--- src/rtl/mul_pkg.sv ---
// Shared definitions for the shift-add multiplier: default width, the control
// strobe bundle exchanged with the control FSM, and the counter-width helper.
package mul_pkg;

  localparam int MUL_WIDTH_DEFAULT = 32;

  typedef struct packed {
    logic load;
    logic sh;
    logic ad;
  } mul_strobe_t;

  function automatic int cnt_width(input int w);
    return $clog2(w);
  endfunction

endpackage

--- src/rtl/mul_shift_counter.sv ---
// Shift counter for the multiplier datapath: counts Sh pulses, flags the final
// shift (k) and, with MUL_PROTOCOL_CHECK_EN defined, detects shifts past the end.
module mul_shift_counter #(
  parameter int WIDTH = 32,
  parameter int CNT_W = $clog2(WIDTH)
) (
  input  logic clk_i,
  input  logic rst_i,
  input  logic clr_i,
  input  logic inc_i,
`ifdef MUL_PROTOCOL_CHECK_EN
  output logic ovr_o,
`endif
  output logic k_o
);

  localparam logic [CNT_W-1:0] LAST = CNT_W'(WIDTH - 1);

  logic [CNT_W-1:0] cnt_q, cnt_d;

  always_comb begin
    cnt_d = cnt_q;
    if (clr_i) begin
      cnt_d = '0;
    end else if (inc_i) begin
      // Explicit wrap keeps non-power-of-two widths counting modulo WIDTH.
      cnt_d = (cnt_q == LAST) ? '0 : cnt_q + CNT_W'(1);
    end
  end

  always_ff @(posedge clk_i) begin
    if (rst_i) begin
      cnt_q <= '0;
    end else begin
      cnt_q <= cnt_d;
    end
  end

  assign k_o = (cnt_q == LAST);

`ifdef MUL_PROTOCOL_CHECK_EN
  // done_q marks that the WIDTH-th shift has happened since the last clear.
  logic done_q, done_d;

  always_comb begin
    done_d = done_q;
    if (clr_i) begin
      done_d = 1'b0;
    end else if (inc_i && (cnt_q == LAST)) begin
      done_d = 1'b1;
    end
  end

  always_ff @(posedge clk_i) begin
    if (rst_i) begin
      done_q <= 1'b0;
    end else begin
      done_q <= done_d;
    end
  end

  assign ovr_o = inc_i & done_q;
`endif

endmodule

--- src/rtl/mul_datapath.sv ---
// Shift-add multiplier datapath driven by Load/Sh/Ad strobes from the control FSM.
// Optional protocol checker (Err output) enabled by defining MUL_PROTOCOL_CHECK_EN.
module mul_datapath
  import mul_pkg::*;
#(
  parameter int WIDTH = MUL_WIDTH_DEFAULT,
  parameter int CNT_W = cnt_width(WIDTH)
) (
  input  logic                 Clk,
  input  logic                 Rst,
  input  logic                 Load,
  input  logic                 Sh,
  input  logic                 Ad,
  input  logic [WIDTH-1:0]     Mcand,
  input  logic [WIDTH-1:0]     Mplier,
`ifdef MUL_PROTOCOL_CHECK_EN
  output logic                 Err,
`endif
  output logic                 M,
  output logic                 k,
  output logic [2*WIDTH-1:0]   Product
);

  mul_strobe_t strb;
  assign strb = '{load: Load, sh: Sh, ad: Ad};

  logic [2*WIDTH:0]   acc_q, acc_d;
  logic [WIDTH-1:0]   mc_q, mc_d;
  logic [WIDTH:0]     sum;

  // Upper half plus multiplicand; bit WIDTH is the carry into ACC[2W].
  assign sum = {1'b0, acc_q[2*WIDTH-1:WIDTH]} + {1'b0, mc_q};

  always_comb begin
    acc_d = acc_q;
    mc_d  = mc_q;
    if (strb.load) begin
      mc_d  = Mcand;
      acc_d = {{(WIDTH+1){1'b0}}, Mplier};
    end else begin
      unique case ({strb.ad, strb.sh})
        2'b10:   acc_d = {sum, acc_q[WIDTH-1:0]};
        2'b01:   acc_d = {1'b0, acc_q[2*WIDTH:1]};
        2'b11:   acc_d = {1'b0, sum, acc_q[WIDTH-1:1]};
        default: acc_d = acc_q;
      endcase
    end
  end

  always_ff @(posedge Clk) begin
    if (Rst) begin
      acc_q <= '0;
      mc_q  <= '0;
    end else begin
      acc_q <= acc_d;
      mc_q  <= mc_d;
    end
  end

  logic cnt_inc;
  assign cnt_inc = strb.sh & ~strb.load;

`ifdef MUL_PROTOCOL_CHECK_EN
  logic ovr;
`endif

  mul_shift_counter #(
    .WIDTH (WIDTH),
    .CNT_W (CNT_W)
  ) u_cnt (
    .clk_i (Clk),
    .rst_i (Rst),
    .clr_i (strb.load),
    .inc_i (cnt_inc),
`ifdef MUL_PROTOCOL_CHECK_EN
    .ovr_o (ovr),
`endif
    .k_o   (k)
  );

  assign M       = acc_q[0];
  assign Product = acc_q[2*WIDTH-1:0];

`ifdef MUL_PROTOCOL_CHECK_EN
  logic armed_q, armed_d;
  logic err_q, err_d;
  logic viol;

  assign viol = ((strb.ad | strb.sh) & ~armed_q) | ovr;

  always_comb begin
    armed_d = armed_q | strb.load;
    // Load clears the sticky flag unless it collides with Ad/Sh itself.
    err_d   = strb.load ? (strb.ad | strb.sh) : (err_q | viol);
  end

  always_ff @(posedge Clk) begin
    if (Rst) begin
      armed_q <= 1'b0;
      err_q   <= 1'b0;
    end else begin
      armed_q <= armed_d;
      err_q   <= err_d;
    end
  end

  assign Err = err_q;
`endif

endmodule
--- config.mk ---
export PLATFORM = sky130hd
export DESIGN_NAME = mul_datapath
export DESIGN_NICKNAME = d
export VERILOG_FILES = /design/src/rtl/mul_pkg.sv /design/src/rtl/mul_shift_counter.sv /design/src/rtl/mul_datapath.sv
export SDC_FILE = /design/constraint.sdc
export NUM_CORES = 1
export LEC_CHECK = 0
export CORE_MARGIN = 5
export CORE_UTILIZATION = 55
export CTS_BUF_LIST = sky130_fd_sc_hd__clkbuf_8
export CTS_CLUSTER_SIZE = 40
export DETAILED_ROUTE_END_ITERATION = 8
export PLACE_DENSITY = 0.95
export SYNTH_ARGS = -nofsm -noshare
export SYNTH_HDL_FRONTEND = slang
export SYNTH_SLANG_ARGS = --single-unit
--- constraint.sdc ---
create_clock -name Clk -period 7.9 [get_ports Clk]
set_input_delay 2.37 -clock Clk [delete_from_list [all_inputs] [get_ports Clk]]
set_output_delay 2.37 -clock Clk [all_outputs]
set_load 0.01 [all_outputs]
==> impl_summary.md, run 1 <==
Floorplan
The area of the placeable core is 12000 um^2. After floorplanning, the core was divided into 40 placement rows. The horizontal die dimension is 120 um. The total die area is 14500 um^2. The initial standard-cell utilization of the core is 55.9%.

The number of ports placed on the die boundary is 135. The height of the die is 120 um.

Pwr
The share of total power dissipated in combinational logic is 21.3%. The highest ir drop seen on vdd is 0.0759 mV. Of the total power, the share spent switching nets is 28.7%.

The analysis attributes to cell leakage a power of 3.22 nW. Summed over all nets, the switching power comes to 0.000330 W. The portion of total power attributed to sequential cells is 48.9%. In this run, the clock network consumes 29.8% of the power. The internal portion of total power is 0.000818 W. Dividing total power by cell area gives a power density of 147 nW/um^2.

Hold path
In this run the most critical hold path is launched from mc_q[20]. In this run the worst hold path is classified as flip-flop to flip-flop.

Setup path
The maximum fanout along the worst path is 4. The startpoint of the worst register-to-register path is acc_q[32]. The startpoint class of the critical path is a flip-flop. The largest individual stage delay along the critical path comes from the cell clkdlybuf4s50_1. The kind of end point of the critical path is a primary output. The critical path goes through ha_1 > and3_1 > ha_1 > clkdlybuf4s50_1.

The flop-to-flop setup slack is 4.97 ns. For this run, the slowest stage of the critical path takes 0.58 ns. Together, buffers and inverters on the worst path number 1. The startpoint of the most critical setup path is u_cnt.cnt_q[0].

The worst setup path is of the flip-flop to primary output kind. Data arrives at the worst endpoint at 1.94 ns. At the worst endpoint, the required time is 5.53 ns. The library cell appearing most often on the critical path is ha_1. On the critical path the largest part of the delay comes from buffers and inverters.

Clocking
After clock tree synthesis, the repair step resized 0 gates. The setup fix buffers added after clock tree synthesis is 0. The largest buffer count on any clock path is 2. The sink count of the clock tree is 102. The later-pin clock latency in the skew report is 0.39 ns. The clock slew at the register clock pins of the worst setup and hold paths is 0.10 ns. The CTS H-tree depth is 3.

After clock tree synthesis, the flow added hold-fix buffers numbering 0. CTS placed an instance of clkbuf_8 at the clock tree root. The clock tree from TritonCTS is yes.

Clock tree synthesis inserted a total of 9 buffers.

Yosys
The async set-or-reset flop fraction in the synthesized netlist is 0%. The synthesized netlist net count is 879. The count of flip-flops with a built-in enable after synthesis is 0.

The sequential fraction of the synthesis area is 30.5%. The number of warnings reported in the yosys synthesis log is 0. The number of distinct library cells after synthesis is 63. Summing every instance area after synthesis gives 6690 um^2. The cell count after synthesis is 775. The flip-flop and latch count after synthesis is 102. The dominant synthesized flop cell is dfxtp_1. The average instance in the mapped netlist occupies 8.63 um^2.

Global routing
The total global routing track utilization is 22.4%. The number of antenna violations at the first check in global routing is 0. The residual overflow from global routing is 0. The number of global-route vias before repair is 5573. Entering global routing, the biggest net connects 88 pins. The first global-routing pass estimated 26600 um of wire.

Drt
In the final routed layout, each cell accounts on average for 16.7 um. The final layout contains routed wiring with a total length of 16200 um. The final routed DRC violation total is 0.

The number of detailed-route iterations in the first pass is 5. The final antenna-violating net count is 0. The number of vias per cell after detailed routing is 5.88.

The overall via count from detail_route is 5695. The detailed router finished its first iteration with 450 violations.

Layout
Leaving out fill and tap cells, the most frequent cell in the layout is clkdlybuf4s50_1. For this run, the number of standard cells in the final layout without fillers is 969. Summing all multi-input logic gate instances after layout gives 3980 um^2. The storage element area is 2040 um^2.

Of the cells placed in the final design, the portion with a size suffix greater than 1 is 7.79%. For this run, the post-layout net count is 922. The top cell types in the final layout, fill and taps aside, are clkdlybuf4s50_1, nor2_1, dfxtp_1. The growth of design area from synthesis to finish is 16.4%.

Fill cells in the final layout number 944. The antenna cell count is 0.

Timing
Setup repair after global routing left no endpoint under its margin. Timing would allow up to 0.232 GHz. The worst pin sits at a relative slew slack of 35.2%. The max-slew violation count is 0.

At the pin with the least slew margin, the transition time is 0.973 ns. The final cycle utilization of the critical path is 54.6%. The count of endpoints failing hold in the final timing report is 0. On the final layout, the worst clock skew is 0.0171 ns. The post-layout minimum cycle time is 4.31 ns.

The sum of negative setup slack is 0 ns. Setup violations remaining at the end of the flow were counted as 0.

Placement
The port buffer count is 134. After detailed placement, the design holds a cell count of 954. The final estimated routing congestion in global placement is 0.929.

The post-detailed-placement half-perimeter wirelength is 11800 um.

Run status
The run finished with clean final reports.

Run
Across the run, the number of max-cap violations was 0.
synth_stat cells, types with 10 or more instances:
cell | count | area share (%)
xor2_1 | 11 | 1.4
buf_4 | 65 | 7.3
nor2b_1 | 10 | 0.93
mux2_2 | 10 | 1.7
ha_1 | 34 | 6.4
nor2_1 | 128 | 7.2
xnor2_1 | 18 | 2.4
o21ai_0 | 33 | 2.5
clkbuf_1 | 29 | 1.6
nand2_1 | 28 | 1.6
nor3_1 | 13 | 0.97
mux4_2 | 12 | 4.0
a211oi_1 | 14 | 1.6
dfxtp_1 | 102 | 31
mux2i_1 | 71 | 11
a21o_1 | 11 | 1.2
a21oi_1 | 74 | 5.5
and2_1 | 15 | 1.4
worst paths after layout:
check / to / cells past startpoint
hold reg to reg: mc_q[20] / 2
hold / removal: mc_q[20] / 2
setup reg to reg: acc_q[59] / 11
setup / recovery: k / 4
flip-flops by register name (all words and copies together) (netlist names):
signal,flops
acc_q,65
mc_q,32
u_cnt.cnt_q,5
cells by family after synthesis:
kind of cell | count (synthesis) | share of synthesized area (%)
AO/OA/AOI/OAI | 184 | 18.0
XOR/XNOR | 29 | 3.80
adder cells (fa/ha/maj) | 35 | 6.66
buffers and inverters | 112 | 10.0
flip-flops | 102 | 30.5
multiplexers | 93 | 16.3
AND/OR/NAND/NOR | 220 | 14.7
worst min-delay path, stage by stage, from the launching register on:
cell	delay, ns
dfxtp_1	0.34
mux2i_1	0.06
nor2_1	0.07
layout make-up:
| cell class | instances | share of cell area (%) |
|---|---|---|
| Multi-Input combinational cell | 561 | 51.1 |
| Sequential cell | 102 | 26.2 |
| Timing Repair Buffer | 139 | 17.6 |
| Tap cell | 147 | 2.36 |
| Clock buffer | 10 | 1.77 |
| Clock inverter | 5 | 0.771 |
| Inverter | 5 | 0.241 |
metal layers:
metal	track usage [%]	wire length, um	vias to the layer above
met1	27.9	6800	2648
li1	-	-	2785
met2	35.9	7560	209
met5	0	0	-
met3	6.50	1160	53
met4	9.99	685	0
per-stage QoR:
step           util, %  hold slack (ns)  power (W)  setup WS (ns)  area [um^2]
2_1_floorplan        -            0.465   0.000738           4.11         6690
3_3_place_gp      63.5            0.478   0.000808           3.54         7590
3_5_place_dp      63.5            0.493   0.000814           3.50         7590
4_1_cts           65.1            0.517    0.00115           3.57         7790
5_1_grt           65.1            0.549    0.00120           3.51         7790
6_report          65.1            0.509    0.00115           3.59         7790
power groups by stage:
stage | Combinational (W) | Sequential, W | Clock, W
floorplan | 0.000172 | 0.000565 | 0
global placement | 0.000236 | 0.000572 | 0
detailed placement | 0.000242 | 0.000573 | 0
CTS | 0.000244 | 0.000561 | 0.000350
global route | 0.000266 | 0.000565 | 0.000371
finish | 0.000244 | 0.000561 | 0.000343
No activity file was read; power rests on OpenSTA's default activity.
==> inputs of run 2 (changes only) <==
--- a/config.mk
+++ b/config.mk
@@ -6,11 +6,11 @@
 export NUM_CORES = 1
 export LEC_CHECK = 0
 export CORE_MARGIN = 5
-export CORE_UTILIZATION = 55
+export CORE_UTILIZATION = 49
 export CTS_BUF_LIST = sky130_fd_sc_hd__clkbuf_8
 export CTS_CLUSTER_SIZE = 40
 export DETAILED_ROUTE_END_ITERATION = 8
-export PLACE_DENSITY = 0.95
+export PLACE_DENSITY = 0.92
 export SYNTH_ARGS = -nofsm -noshare
 export SYNTH_HDL_FRONTEND = slang
 export SYNTH_SLANG_ARGS = --single-unit
==> constraint.sdc (replaced) <==
create_clock -name Clk -period 3.63 [get_ports Clk]
set_input_delay 1.089 -clock Clk [delete_from_list [all_inputs] [get_ports Clk]]
set_output_delay 1.089 -clock Clk [all_outputs]
set_load 0.01 [all_outputs]
==> run 2 against run 1 <==
Cell count rose by 3.5%. Via count fell by 0.88%. Sequential power rose by 120%. Clock skew fell by 0.0021 ns. Core utilization fell by 6.0 points. Clock power rose by 120%. Worst setup slack got worse by 2.9 ns. Global-route usage fell by 2.8 points. Critical endpoint unchanged. Largest power group unchanged. Highest routed layer unchanged.
==> impl_summary.md, run 2 (synthesis gave the netlist of run 1 again) <==
Setup path
Walking the worst path, the cells encountered are ha_1 > and3_1 > ha_1 > clkdlybuf4s50_1. The library cell appearing most often on the critical path is ha_1. The worst setup path is captured at a primary output. The maximum fanout along the worst path is 4 (unchanged). On the critical path, the stage with the largest delay is an instance of clkdlybuf4s50_1. STA classifies the critical path startpoint as a flip-flop. The cell family contributing the most delay on the critical path is buffers and inverters. The critical path buffer and inverter count came to 1 (unchanged). The data arrival time at the worst-slack endpoint is 1.88 ns (-0.06 ns).

The stage delay of the slowest cell on the critical path came to 0.58 ns (about the same). The setup path with the least slack is of type flip-flop to primary output. The required time reported for the critical path endpoint was 2.54 ns (-2.99 ns).

The flop-to-flop setup slack is 0.69 ns (-4.28 ns).

Timing
The count of endpoints failing hold in the final timing report is 0 (unchanged). The worst hold slack across all endpoints was 0.505 ns (-0.00358 ns). The number of failing setup endpoints in the final timing report is 0 (unchanged). The fmax is 0.337 GHz.

The relative max-transition margin is 62.9% (+28 points). The routed design could run at a clock period as short as 2.97 ns. The final critical path takes up 81.8% of the cycle. The sum of negative setup slack is 0 ns (unchanged). The max-slew violation count was 0 (unchanged). The largest clock skew in the final design was 0.0150 ns (-0.00208 ns). Setup repair after global routing left no endpoint under its margin. The transition at the pin with the smallest max-transition slack came to 0.557 ns (-0.416 ns).

Layout
In the layout the commonest cells are clkdlybuf4s50_1, nor2_1, dfxtp_1. The filler-free cell count of the finished design is 1003 (+3.5%). The fraction of layout cells with a size suffix above 1 came to 8.34% (+0.56 points).

The area taken by multi-input logic gates is 3980 um^2 (unchanged). The flip-flop count of the largest register after layout is 65 (unchanged). The number of nets in the finished design is 926 (+0.43%). The number of inserted filler cells in the final layout is 1148 (+22%). The share of the core filled with cells in the final layout is 59.1% (-6.0 points). The antenna cell count is 0 (unchanged). The largest register by flop count is acc_q. The most common library cell in the layout ignoring fill and taps is clkdlybuf4s50_1.

The growth of design area from synthesis to finish is 17.5%. The storage element area was 2040 um^2 (unchanged). In the final layout, the registers with the most flip-flops are acc_q x65, mc_q x32, u_cnt.cnt_q x5.

Drt
The routed wire length on met2 is 7710 um (+2.0%). The wire length on met1 is 7140 um (+5.0%). The final routed DRC violation total is 0 (unchanged). The top routing layer in use is met4. The number of vias per cell after detailed routing is 5.63 (-4.2%). The sum of routed wire length over all layers is 16200 um (-0.13%).

The final antenna-violating net count was 0 (unchanged). The overall via count from detail_route is 5645 (-0.88%). The average detailed-routed wire length per instance was 16.1 um (-3.5%). The first-iteration detailed-routing DRC count came to 403 (-10%).

The routed length on met3 is 965 um (-17%). The number of detailed-route iterations in the first pass is 5 (unchanged).

Pwr
The post-layout total power is 0.00251 W (+120%). The total power density per cell area is 320 nW/um^2 (+120%). The highest ir drop seen on vdd was 0.167 mV (+120%). The internal portion of total power was 0.00179 W (+120%). The switching power is 0.000725 W (+120%). The switching power as a share of total power was 28.8% (+0.098 points).

The clock group share of total power is 30.1% (+0.3 points). The leakage power figure is 3.24 nW (+0.63%). The portion of total power attributed to sequential cells was 48.6% (-0.3 points).

The share of power burned in combinational logic is 21.3% (about the same).

Clocking
The clock slew at the register clock pins of the worst setup and hold paths is 0.11 ns (about the same). The setup fix buffers added after clock tree synthesis came to 0 (unchanged). The cts-stage hold buffer count is 0 (unchanged).

The post-cts sizing count is 0 (unchanged). The sink count of the clock tree is 102 (unchanged). The CTS H-tree depth came to 3 (unchanged). The largest buffer count on any clock path is 2 (unchanged). TritonCTS built the clock tree. The root buffer selected by CTS is clkbuf_8. The CTS buffer count is 9 (unchanged). The later-pin clock latency in the skew report is 0.39 ns (about the same).

Global routing
The pin count of the biggest net entering global routing is 52 (-41%). The number of antenna violations at the first check in global routing is 0 (unchanged). The wire length of the first global-routing pass was 25900 um (-2.7%). The residual overflow from global routing came to 0 (unchanged). The number of global-route vias before repair is 5332 (-4.3%). The total global routing track utilization was 19.5% (-2.8 points).

Run status
The flow ran to the end, and the final reports show no timing, DRC or antenna violations.

Run
The number of maximum-capacitance constraint violations is 0 (unchanged).

Placement
The count of placed standard cells including taps is 987 (+3.5%). The final estimated routing congestion in global placement came to 0.920 (-0.94%). The port buffer count is 134 (unchanged).

The post-detailed-placement half-perimeter wirelength was 12200 um (+3.5%).

Floorplan
The initial standard-cell utilization of the core was 50.3% (-5.6 points). The cell row count is 42 (+5.0%). The total die area was 16100 um^2 (+11%). The area of the placeable core is 13300 um^2 (+11%).

The horizontal die dimension was 127 um (+5.5%). The height of the die is 127 um (+5.5%). The number of ports placed on the die boundary is 135 (unchanged).

Hold path
The class of the most critical hold timing path is flip-flop to flip-flop.
## run 2: final timing paths
path,startpoint,endpoint,cells after the start
setup reg to reg,acc_q[32],acc_q[59],11
hold / removal,mc_q[21],mc_q[21],2
hold reg to reg,mc_q[21],mc_q[21],2
setup / recovery,u_cnt.cnt_q[0],k,4
## run 2: per-stage QoR
| step | area (um^2) | worst slack, ns |
|---|---|---|
| after global routing | 7860 | 0.448 |
| final | 7860 | 0.660 |
| after floorplan | 6690 | 1.12 |
| after global placement | 7660 | 0.933 |
| after CTS | 7860 | 0.639 |
| after detailed placement | 7660 | 0.762 |
## run 2: final cells by class
class | instances | share of cell area [%]
timing repair buffer | 143 | 17.8
clock inverter | 6 | 0.859
clock buffer | 10 | 1.75
multi-input combinational | 561 | 50.6
inverter | 5 | 0.239
tap | 176 | 2.80
sequential | 102 | 26.0
## run 2: worst min-delay path, stage by stage (launching register included)
cell	delay, ns
dfxtp_1	0.34
mux2i_1	0.06
nor2_1	0.07
## run 2: per-layer routing
layer	GRT usage [%]	up-vias
met2	31.5	178
met5	0	-
met4	7.32	0
li1	-	2803
met3	4.46	32
met1	25.5	2632
## run 2: power groups by stage
stage               Combinational [W]  Sequential (W)  Clock, W
finish                       0.000535         0.00122  0.000757
global route                 0.000582         0.00123  0.000820
CTS                          0.000535         0.00122  0.000774
detailed placement           0.000532         0.00125         0
global placement             0.000519         0.00124         0
floorplan                    0.000375         0.00123         0
==> inputs of run 3 (changes only) <==
--- a/config.mk
+++ b/config.mk
@@ -6,11 +6,11 @@
 export NUM_CORES = 1
 export LEC_CHECK = 0
 export CORE_MARGIN = 5
-export CORE_UTILIZATION = 49
+export CORE_UTILIZATION = 54
 export CTS_BUF_LIST = sky130_fd_sc_hd__clkbuf_8
 export CTS_CLUSTER_SIZE = 40
 export DETAILED_ROUTE_END_ITERATION = 8
-export PLACE_DENSITY = 0.92
+export PLACE_DENSITY = 0.95
 export SYNTH_ARGS = -nofsm -noshare
 export SYNTH_HDL_FRONTEND = slang
 export SYNTH_SLANG_ARGS = --single-unit
==> constraint.sdc (replaced) <==
create_clock -name Clk -period 2.8 [get_ports Clk]
set_input_delay 0.84 -clock Clk [delete_from_list [all_inputs] [get_ports Clk]]
set_output_delay 0.84 -clock Clk [all_outputs]
set_load 0.01 [all_outputs]
==> run 3 against run 2 <==
Core utilization is 6.3 points higher. Flip-flop and latch count stayed put. Non-clock buffer count is 7 higher. First-iteration DRC count is 2.2% lower. Cell count hardly changed. Critical path depth is 5 higher. Sequential power is 30% higher. Clock power is 9.8% higher. Worst hold slack better by 0.0030 ns. Clock skew hardly changed. Via count is 1.3% higher. Critical path type is now flip-flop to flip-flop. Highest routed layer unchanged.
==> impl_summary.md, run 3 (synthesis gave the netlist of run 1 again) <==
Setup path
The stage delay of the slowest cell on the critical path is 0.39 ns (-0.19 ns). The flop-to-flop setup slack was 0.15 ns (-0.54 ns). The critical path buffer and inverter count is 0 (-1). The worst register-to-register path ends at acc_q[60].

Walking the worst path, the cells encountered are ha_1 > a21oi_1 > o21ai_0 > or2_2 > o22ai_2 > o21ai_0 > xor2_1 > nor2_1 > a211oi_1. The number of stages on the worst setup path came to 9 (+5). Broken down by cell family, the worst path's largest delay share belongs to compound AO/OA/AOI/OAI gates. By startpoint and endpoint, the worst setup path is classified as flip-flop to flip-flop. The maximum fanout along the worst path is 6 (+2). The library cell appearing most often on the critical path is o21ai_0.

The worst register-to-register path begins at acc_q[48]. Among all stages on the critical path, the largest delay is contributed by ha_1. The startpoint class of the critical path is a flip-flop. The data arrival time at the worst-slack endpoint is 2.93 ns (+1.05 ns). The number of cell instances on the worst register-to-register path was 9 (-2).

The startpoint of the most critical setup path is acc_q[48]. The kind of end point of the critical path is a flip-flop. The required time reported for the critical path endpoint is 3.08 ns (+0.54 ns).

Pwr
The total power density per cell area is 395 nW/um^2 (+23%). The highest ir drop seen on vdd is 0.226 mV (+35%). The clock group share of total power is 26.7% (-3.4 points).

The internal portion of total power is 0.00220 W (+23%). The post-layout total power was 0.00312 W (+24%). The portion of total power attributed to sequential cells was 50.8% (+2.2 points). The share of power burned in combinational logic was 22.5% (+1.2 points). The switching power is 0.000916 W (+26%).

The leakage power figure is 3.31 nW (+2.0%). The switching power as a share of total power is 29.4% (+0.55 points).

Clocking
The cts-stage hold buffer count is 0 (unchanged). The clock slew at the register clock pins of the worst setup and hold paths is 0.10 ns (about the same). The CTS H-tree depth was 3 (unchanged). The sink count of the clock tree was 102 (unchanged).

The largest buffer count on any clock path was 2 (unchanged). The later-pin clock latency in the skew report came to 0.39 ns (about the same). The root buffer selected by CTS is clkbuf_8. The CTS buffer count is 9 (unchanged). The clock tree from TritonCTS is yes.

Layout
The number of nets in the finished design is 933 (+0.76%). The filler-free cell count of the finished design was 1002 (-0.10%). The top cell types in the final layout, fill and taps aside, are clkdlybuf4s50_1, nor2_1, dfxtp_1. The register with the most flip-flops in the final layout is acc_q. The flip-flop count of the largest register after layout was 65 (unchanged). The most common library cell in the layout ignoring fill and taps is clkdlybuf4s50_1.

The antenna cell count came to 0 (unchanged). The final design instance area without fill is 7900 um^2 (+0.46%). In the final layout, the registers with the most flip-flops are acc_q x65, mc_q x32, u_cnt.cnt_q x5. The growth of design area from synthesis to finish is 18.0%.

The fraction of layout cells with a size suffix above 1 is 9.59% (+1.2 points).

Timing
The relative max-transition margin was 63.2% (+0.30 points). The minimum setup slack in the final design is 0.153 ns (-0.507 ns). The number of failing setup endpoints in the final timing report came to 0 (unchanged). The max-slew violation count is 0 (unchanged).

The sum of negative setup slack is 0 ns (unchanged). The count of endpoints failing hold in the final timing report is 0 (unchanged). The final cycle utilization of the critical path is 94.5%. The transition at the pin with the smallest max-transition slack is 0.548 ns (-0.00870 ns). Setup repair after global routing left no endpoint under its margin.

For this run, the top clock speed supported by timing is 0.378 GHz. The largest clock skew in the final design is 0.0147 ns (-0.000281 ns). The post-layout minimum cycle time is 2.65 ns.

Drt
The number of detailed-route iterations in the first pass came to 5 (unchanged). The average detailed-routed wire length per instance came to 16.2 um (about the same). The final antenna-violating net count came to 0 (unchanged). The first-iteration detailed-routing DRC count is 394 (-2.2%). The final routed DRC violation total came to 0 (unchanged). The overall via count from detail_route is 5720 (+1.3%). The number of vias per cell after detailed routing is 5.71 (+1.4%). The sum of routed wire length over all layers is 16200 um (about the same).

Placement
The cell area reported after detailed placement is 7700 um^2 (+0.52%). The count of placed standard cells including taps came to 984 (-0.30%). The port buffer count is 134 (unchanged). The final estimated routing congestion in global placement is 0.919 (about the same). The post-placement worst setup slack is 0.0115 ns (-0.751 ns).

The post-detailed-placement half-perimeter wirelength is 12100 um (-0.75%).

Hold path
In this run the most critical hold path is launched from mc_q[25]. The worst hold path terminates at mc_q[25]. The worst hold path stage count is 2 (unchanged). The class of the most critical hold timing path is flip-flop to flip-flop.

Global routing
The residual overflow from global routing is 0 (unchanged). The pin count of the biggest net entering global routing was 51 (-1.9%). The number of antenna violations at the first check in global routing is 0 (unchanged).

The total global routing track utilization is 21.5% (+2.0 points). The number of global-route vias before repair was 5399 (+1.3%). The wire length of the first global-routing pass was 25800 um (-0.40%).

Floorplan
The cell row count came to 40 (-4.8%). The number of ports placed on the die boundary is 135 (unchanged). The horizontal die dimension is 121 um (-4.4%).

The area of the placeable core came to 12100 um^2 (-9.3%). The initial standard-cell utilization of the core came to 55.5% (+5.1 points). The total die area came to 14700 um^2 (-8.6%).

The height of the die is 121 um (-4.4%).

Run
The number of maximum-capacitance constraint violations was 0 (unchanged).

Run status
The run finished with clean final reports.
run 3: cell types whose count changed in the layout (fill, tap and decap cells not counted), sizes merged:
| cell | previous run | this run |
|---|---|---|
| clkinvlp | 2 | 1 |
| clkdlybuf4s50 | 131 | 130 |
| clkinv | 2 | 4 |
| dlygate4sd2 | 0 | 1 |
| clkbuf | 10 | 9 |
| inv | 6 | 7 |
| buf | 12 | 19 |
| bufinv | 1 | 0 |
run 3: how the worst max path moves through the flow:
stage / to / slack, ns
after floorplan: acc_q[49] / 0.29
after global placement: acc_q[47] / 0.16
after detailed placement: acc_q[48] / 0.01
after CTS: acc_q[48] / 0.02
after global routing: acc_q[56] / 0.01
final: acc_q[60] / 0.15
run 3: routing by layer:
layer  part of all wire (%)  global-route usage, %  wire length [um]
met1                     43                   27.0              6970
met2                     48                   36.1              7830
met4                    3.0                   8.12               481
met5                      0                      0                 0
met3                    5.5                   4.66               897
run 3: power by group through the flow:
stage	sequential [W]	combinational, W	clock, W
2_1_floorplan	0.00159	0.000487	0
3_3_place_gp	0.00161	0.000677	0
3_5_place_dp	0.00161	0.000694	0
4_1_cts	0.00158	0.000700	0.000851
5_1_grt	0.00159	0.000764	0.000920
6_report	0.00158	0.000703	0.000831
run 3: final cells by class:
cell class,count,area [um^2]
Clock inverter,7,42.5
Sequential cell,102,2040
Timing Repair Buffer,150,1460
Fill cell,948,4160
Multi-Input combinational cell,561,4000
Clock buffer,9,124
Inverter,5,18.8
Tap cell,168,210
run 3: repair_timing:
action,4_1_cts,5_1_grt
gates resized for setup,1,6
pin swaps,1,5
endpoints found under the setup margin,2,18
gates cloned,0,0
setup buffers,1,1
run 3: worst reg2reg max path: stages, from the launching register on:
cell,delay (ns)
dfxtp_1,0.36
ha_1,0.39
a21oi_1,0.26
o21ai_0,0.19
or2_2,0.34
o22ai_2,0.25
o21ai_0,0.16
xor2_1,0.21
nor2_1,0.08
a211oi_1,0.31
run 3: stage by stage:
stage                     util, %  hold WS (ns)
final                        65.5         0.508
after global routing         65.5         0.527
after CTS                    65.2         0.510
after detailed placement     63.8         0.487
after global placement       63.8         0.478
after floorplan                 -         0.465
